`config.mk`:
```
export PLATFORM = sky130hd
export DESIGN_NAME = traffic_interval_timer
export DESIGN_NICKNAME = d
export VERILOG_FILES = /design/src/rtl/traffic_interval_timer.sv
export SDC_FILE = /design/constraint.sdc
export NUM_CORES = 1
export LEC_CHECK = 0
export CORE_MARGIN = 8
export CORE_UTILIZATION = 58
export DETAILED_ROUTE_END_ITERATION = 7
export GPL_TIMING_DRIVEN = 0
export PLACE_DENSITY = 0.81
export REMOVE_ABC_BUFFERS = 1
export SYNTH_ARGS = -nofsm -noshare
export SYNTH_HDL_FRONTEND = slang
export SYNTH_SLANG_ARGS = --single-unit
export TNS_END_PERCENT = 20
```
`constraint.sdc`:
```
create_clock -name clk -period 2.2 [get_ports clk]
set_input_delay 0.44 -clock clk [delete_from_list [all_inputs] [get_ports clk]]
set_output_delay 0.44 -clock clk [all_outputs]
set_load 0.02 [all_outputs]
```
`src/rtl/traffic_interval_timer.sv`:
```
// traffic_interval_timer
//   Interval timer and car-sensor front end for the traffic-light controller.
//   The timer restarts on IC (or R) and reports short (S) and long (L)
//   interval expiry. The raw car detector is synchronised (and optionally
//   debounced) to produce the clean car-present flag C.
//
// Configuration macro:
//   TIMER_DEBOUNCE_EN - when defined, C only changes after the synchronised
//                       car input has held a new value for DEBOUNCE_CYCLES
//                       consecutive cycles. When undefined, C is a plain third
//                       flop after the synchroniser (fixed 3-edge latency).
//
// Ports:
//   clk      in   system clock, rising edge
//   R        in   synchronous active-high reset (timer and car path)
//   IC       in   initialise counter: restart the interval timer
//   car_raw  in   asynchronous raw car-detector input
//   S        out  short interval expired (registered level)
//   L        out  long interval expired (registered level)
//   C        out  car present, synchronised / debounced (registered)

module traffic_interval_timer #(
  parameter int SHORT_CYCLES    = 4,
  parameter int LONG_CYCLES     = 10,
  parameter int CNT_W           = 16,
  parameter int DEBOUNCE_CYCLES = 3
) (
  input  logic clk,
  input  logic R,
  input  logic IC,
  input  logic car_raw,
  output logic S,
  output logic L,
  output logic C
);

  // Elaboration-time parameter sanity.
  if (SHORT_CYCLES < 1 || SHORT_CYCLES >= LONG_CYCLES ||
      64'(LONG_CYCLES) >= (64'd1 << CNT_W) || DEBOUNCE_CYCLES < 1) begin : g_param_err
    $error("traffic_interval_timer: illegal parameter combination");
  end

  localparam logic [CNT_W-1:0] SHORT_TH = CNT_W'(SHORT_CYCLES);
  localparam logic [CNT_W-1:0] LONG_TH  = CNT_W'(LONG_CYCLES);

  // Encoding chosen so S = state[0] and L = state[1]: both flags come
  // straight off state flops with no decode glitches.
  typedef enum logic [1:0] {
    RUN_SHORT = 2'b00,
    RUN_LONG  = 2'b01,
    EXPIRED   = 2'b11
  } tstate_t;

  tstate_t          state;
  tstate_t          state_nxt;
  logic [CNT_W-1:0] cnt;
  logic [CNT_W-1:0] cnt_nxt;
  logic [CNT_W-1:0] cnt_inc;

  // State register
  always_ff @(posedge clk) begin
    if (R) begin
      state <= RUN_SHORT;
      cnt   <= '0;
    end else begin
      state <= state_nxt;
      cnt   <= cnt_nxt;
    end
  end

  // Next-state logic; IC overrides any threshold reached in the same cycle.
  always_comb begin
    state_nxt = state;
    cnt_nxt   = cnt;
    cnt_inc   = cnt + 1'b1;
    if (IC) begin
      state_nxt = RUN_SHORT;
      cnt_nxt   = '0;
    end else begin
      case (state)
        RUN_SHORT: begin
          cnt_nxt = cnt_inc;
          if (cnt_inc == SHORT_TH) state_nxt = RUN_LONG;
        end
        RUN_LONG: begin
          cnt_nxt = cnt_inc;
          if (cnt_inc == LONG_TH) state_nxt = EXPIRED;
        end
        EXPIRED: begin
          // Counter saturates at LONG_CYCLES.
          cnt_nxt = cnt;
        end
        default: begin
          state_nxt = RUN_SHORT;
          cnt_nxt   = '0;
        end
      endcase
    end
  end

  // Output logic
  always_comb begin
    S = state[0];
    L = state[1];
  end

  // Car path: two-flop synchroniser.
  logic s1;
  logic s2;
  logic c_q;

  always_ff @(posedge clk) begin
    if (R) begin
      s1 <= 1'b0;
      s2 <= 1'b0;
    end else begin
      s1 <= car_raw;
      s2 <= s1;
    end
  end

`ifdef TIMER_DEBOUNCE_EN
  localparam int DB_W = (DEBOUNCE_CYCLES > 1) ? $clog2(DEBOUNCE_CYCLES) : 1;
  localparam logic [DB_W-1:0] DB_LAST = DB_W'(DEBOUNCE_CYCLES - 1);

  logic [DB_W-1:0] db_cnt;

  // db_cnt counts consecutive cycles s2 has disagreed with C; any agreement
  // clears it, so a pulse shorter than DEBOUNCE_CYCLES never reaches C.
  always_ff @(posedge clk) begin
    if (R) begin
      db_cnt <= '0;
      c_q    <= 1'b0;
    end else if (s2 == c_q) begin
      db_cnt <= '0;
    end else if (db_cnt == DB_LAST) begin
      c_q    <= s2;
      db_cnt <= '0;
    end else begin
      db_cnt <= db_cnt + 1'b1;
    end
  end
`else
  always_ff @(posedge clk) begin
    if (R) c_q <= 1'b0;
    else   c_q <= s2;
  end
`endif

  assign C = c_q;

endmodule
```
# Word level (Yosys, flattened, before mapping)
# Cells that the tools add are included.
# W data, S select, Z words.
# totals
output_inout_bits,3
reg_bits,21
inputBits,4
wordCells,21
# classes
n_eq_ne,6
mux,4
add_sub_neg,1
bitwise,1
reduce_logical,4
# ops
op,n
$pmux W16 S2,1
$add A16 B1 Y16 const B,1
$eq A16 B3 Y1 const B,1
$eq A16 B4 Y1 const B,1
$pmux W2 S3,1
$mux W2,2
$ne A2 B2 Y1 const B,2
$reduce_or A2 Y1,2
$reduce_and A3 Y1,1
$eq A2 B1 Y1 const B,1
$eq A2 B2 Y1 const B,1
$logic_not A2 Y1,1
$not A1 Y1,1

# Depth between registers and ports, before layout
# depth
depth_word,4
ltp_mapped,8
ltp_nobuf,7

# Worst setup path before layout
# OpenSTA, ideal clock, no wires.
# synth_path
path_kind,reg2reg
startpoint,register cnt[0]
endpoint,register state[0]
slack_ns,0.366
t_arrival_ns,1.765
period_less_slack_ns,1.834
path_stages_with_launch,8
t_required_ns,2.131
path_buffers,0
cell_sequence,dfxtp_1 -> ha_1 -> nand4_1 -> or2_1 -> o22ai_1 -> a41oi_1 -> a211o_1 -> o21ai_1
# synth_via
elab_chain_len,4
elab_cells_between_ends,6
classes_between,add/sub (1); eq/ne (4); reduce/logical (1)
# synth_rtl
element,line_no,source
"start, declared",56,logic [CNT_W-1:0] cnt;
"start signal, assigned",67,cnt <= cnt_nxt;
$add A16 B1 Y16 *,75,cnt_inc = cnt + 1'b1;
$eq A16 B4 Y1 / $eq A16 B3 Y1 (equally long branches),"87, 83",
$ne A2 B2 Y1 (no line),n/a,
$reduce_and A3 Y1 (no line) *,n/a,
"end signal, assigned",66,state <= state_nxt;
"end, declared",54,tstate_t state;
# Every way passes the cells marked *; elsewhere a longest branch is shown, timed or not.
# A chain may end at the register's enable or synchronous reset.

# Worst setup path in the final report
# layout_path
startpoint,register cnt[0]
endpoint,register state[1]
# Same word-level chain as after synthesis.

==> flow_metrics.py <==
metrics = {
    "yosys": {
        "yosysWarnings": 0,
        "syn_inst": 160,
        "ys_types": 44,
        "syn_area_per_cell_um2": 7.87,
        "synth.yosys.seq_area_share_pct": 33.4,
        "ys_top_cells_by_area": "dfxtp_1 (33%), nor2_1 (5.7%), a21oi_1 (5.6%)",
        "yosys-top-cells-count": "dfxtp_1 (21), nor2_1 (19), a21oi_1 (14)",
        "synth-async-reset-ratio_pct": 0,
        "yosysTopAreaCell": "dfxtp_1",
        "synthMostInstantiatedCell": "dfxtp_1",
        "synthFlopType": "dfxtp_1",
        "syn_area_um2": 1260,
        "synth_edf_count": 0,
        "synth_top_cell_area_share_pct": 33.4,
        "ys_ff_latch": 21,
    },
    "critical_path": {
        "r2r_end": "state[1]$_SDFFE_PP0P_",
        "crit_arrival_ps": 2250,
        "endpoint_kind": "register",
        "critPathBufInv": 0,
        "crit_path_start_kind": "register",
        "path_depth": 7,
        "critPathSlowestCell": "dfxtp_2",
        "crit_required_ps": 2440,
        "worstPathCellList": "ha_2, nand4_1, or2_1, o22ai_1, a41oi_1, a211o_1, o22ai_1",
        "critPathMostFrequentCell": "o22ai_1",
        "path_max_fanout": 7,
        "crit_type": "reg2reg",
        "critPathLaunch": "cnt[0]$_SDFFE_PP0P_",
        "r2r_slack_ps": 190,
        "critPathTopFamily": "compound AO/OA/AOI/OAI gates",
        "reg2reg_from": "cnt[0]$_SDFFE_PP0P_",
        "slowest_delay_ps": 410,
        "rr_worst_depth": 7,
        "worstSetupEndpoint": "state[1]$_SDFFE_PP0P_",
    },
    "place": {
        "hpwlAfterDp_um": 1710,
        "port_buffers": 6,
        "placed_area_um2": 1260,
        "gp_congestion": 0.811,
    },
    "floorplan": {
        "die_w_um": 62.6,
        "fp.dieH_um": 62.6,
        "start_util_pct": 59.2,
        "rows": 17,
        "die-area_um2": 3920,
        "core_area_um2": 2130,
        "num_io_pins": 7,
    },
    "route": {
        "ant_nets": 0,
        "via_per_inst": 6.09,
        "first_pass_iters": 4,
        "drt-initial-drc-count": 61,
        "vias": 1108,
        "drc": 0,
        "wl_per_cell_um": 14.0,
        "drt_wl_total_um": 2560,
    },
    "power_and_ir_drop": {
        "vdd_drop_max_mv": 0.332,
        "finalPower_w": 0.000595,
        "p_per_area_nw_per_um2": 459,
        "leakage_nw": 0.427,
    },
    "clocking": {
        "cts_inserted_buffers": 3,
        "path_clk_slew_ps": 120,
        "clockBufferDepth": 2,
        "cts.sinks": 21,
        "clk_latency_ps": 310,
        "cts-hold-fix-buffers": 0,
        "cts_tree": "built",
        "h-tree-depth": 1,
        "cts-root-buf": "clkbuf_4",
    },
    "job": {
        "cap_violations": 0,
    },
    "sta": {
        "rsz0062_at_grt": "false",
        "setup_viol": 0,
        "skew_ps": 6.63,
        "fmax_mhz": 497,
        "worstMarginPinSlew_ps": 634,
        "slew_headroom_pct": 57.7,
        "fin_crit_ps": 2010,
        "fin_hold_ws_ps": 457,
        "period_share_pct": 91.5,
        "hold_viol_final": 0,
        "drv_slew": 0,
        "tns_ps": 0,
    },
    "grt": {
        "overflow": 0,
        "grt_usage_pct": 12.7,
        "grt_max_degree": 34,
        "grt_pass1_vias": 932,
        "grt_pass1_wl_um": 4150,
        "antenna_found_initial": 0,
    },
    "final_layout": {
        "finish.instance_area_um2": 1300,
        "layout-drive-gt1-share_pct": 9.09,
        "layout-area-overhead-vs-synth_pct": 2.88,
        "finalNetCount": 161,
        "diodes": 0,
    },
    "status": {
        "status": "complete, no violations",
    },
    "worst_hold_path": {
        "hp-class": "reg2reg",
    },
}
-- cell type report --
class,instances,area [um2]
Fill cell,187,831
Multi-Input combinational cell,120,736
Sequential cell,21,427
Timing Repair Buffer,6,60.1
Tap cell,28,35.0
Clock buffer,3,22.5
Inverter,3,11.3
Clock inverter,1,5.00
-- cell families after synthesis --
group	Yosys count	share of synthesized area (%)
buf+inv	19	8.44
xor+xnor	6	4.17
simple gates	67	30.7
fa+ha+maj	2	1.99
compound gates	45	21.4
flops	21	33.4
-- metrics by stage --
step / std cells / utilization, % / setup WS, ps
4_1_cts: 182 / 60.6 / 40.6
3_3_place_gp: 178 / 59.2 / 75.9
6_report: 182 / 60.9 / 188
5_1_grt: 182 / 60.9 / 54.5
2_1_floorplan: 144 / - / 360
3_5_place_dp: 178 / 59.2 / 58.5
-- per-layer routing --
layer	GRT usage, %	wire [um]	vias up
li1	-	-	568
met1	15.7	1210	512
met2	19.7	1230	23
met3	2.69	77	5
met4	7.98	44	0
met5	0	0	-
-- worst min path at each step --
| stage | start | to | slack, ps | cells after the start |
|---|---|---|---|---|
| 2_1_floorplan | s2$_SDFF_PP0_ | C$_SDFF_PP0_ | 410 | 1 |
| 3_3_place_gp | s1$_SDFF_PP0_ | s2$_SDFF_PP0_ | 410 | 1 |
| 3_5_place_dp | s1$_SDFF_PP0_ | s2$_SDFF_PP0_ | 430 | 1 |
| 4_1_cts | s1$_SDFF_PP0_ | s2$_SDFF_PP0_ | 460 | 1 |
| 5_1_grt | s1$_SDFF_PP0_ | s2$_SDFF_PP0_ | 480 | 1 |
| 6_report | s1$_SDFF_PP0_ | s2$_SDFF_PP0_ | 460 | 1 |
-- layout by cell type (no fill, tap or decap), types with 5 or more instances in the layout --
cell type | synthesis | routed
nor2_1 | 19 | 19
dfxtp_1 | 21 | 18
a21oi_1 | 14 | 14
o21ai_0 | 10 | 10
nand2_1 | 9 | 9
nand3_1 | 8 | 8
a31oi_1 | 7 | 7
clkdlybuf4s50_1 | 0 | 6
nor3_1 | 5 | 5
-- power by group --
part | internal (W) | total, W | switching (W)
logic | 0.0000107 | 0.0000224 | 0.0000117
clock network | 0.0000679 | 0.000186 | 0.000118
registers | 0.000383 | 0.000387 | 0.00000393
total | 0.000462 | 0.000595 | 0.000134
-- state kept, by name, indices dropped and copies added, names as in the netlist --
register and flops:
state 2, cnt 16, C 1, s1 1, s2 1
-- timing repair --
action | 4_1_cts | 5_1_grt
endpoints found under the setup margin | 1 | 5
setup buffers | 0 | 0
gates resized for setup | 1 | 4
No activity file was read; power rests on OpenSTA's default activity.
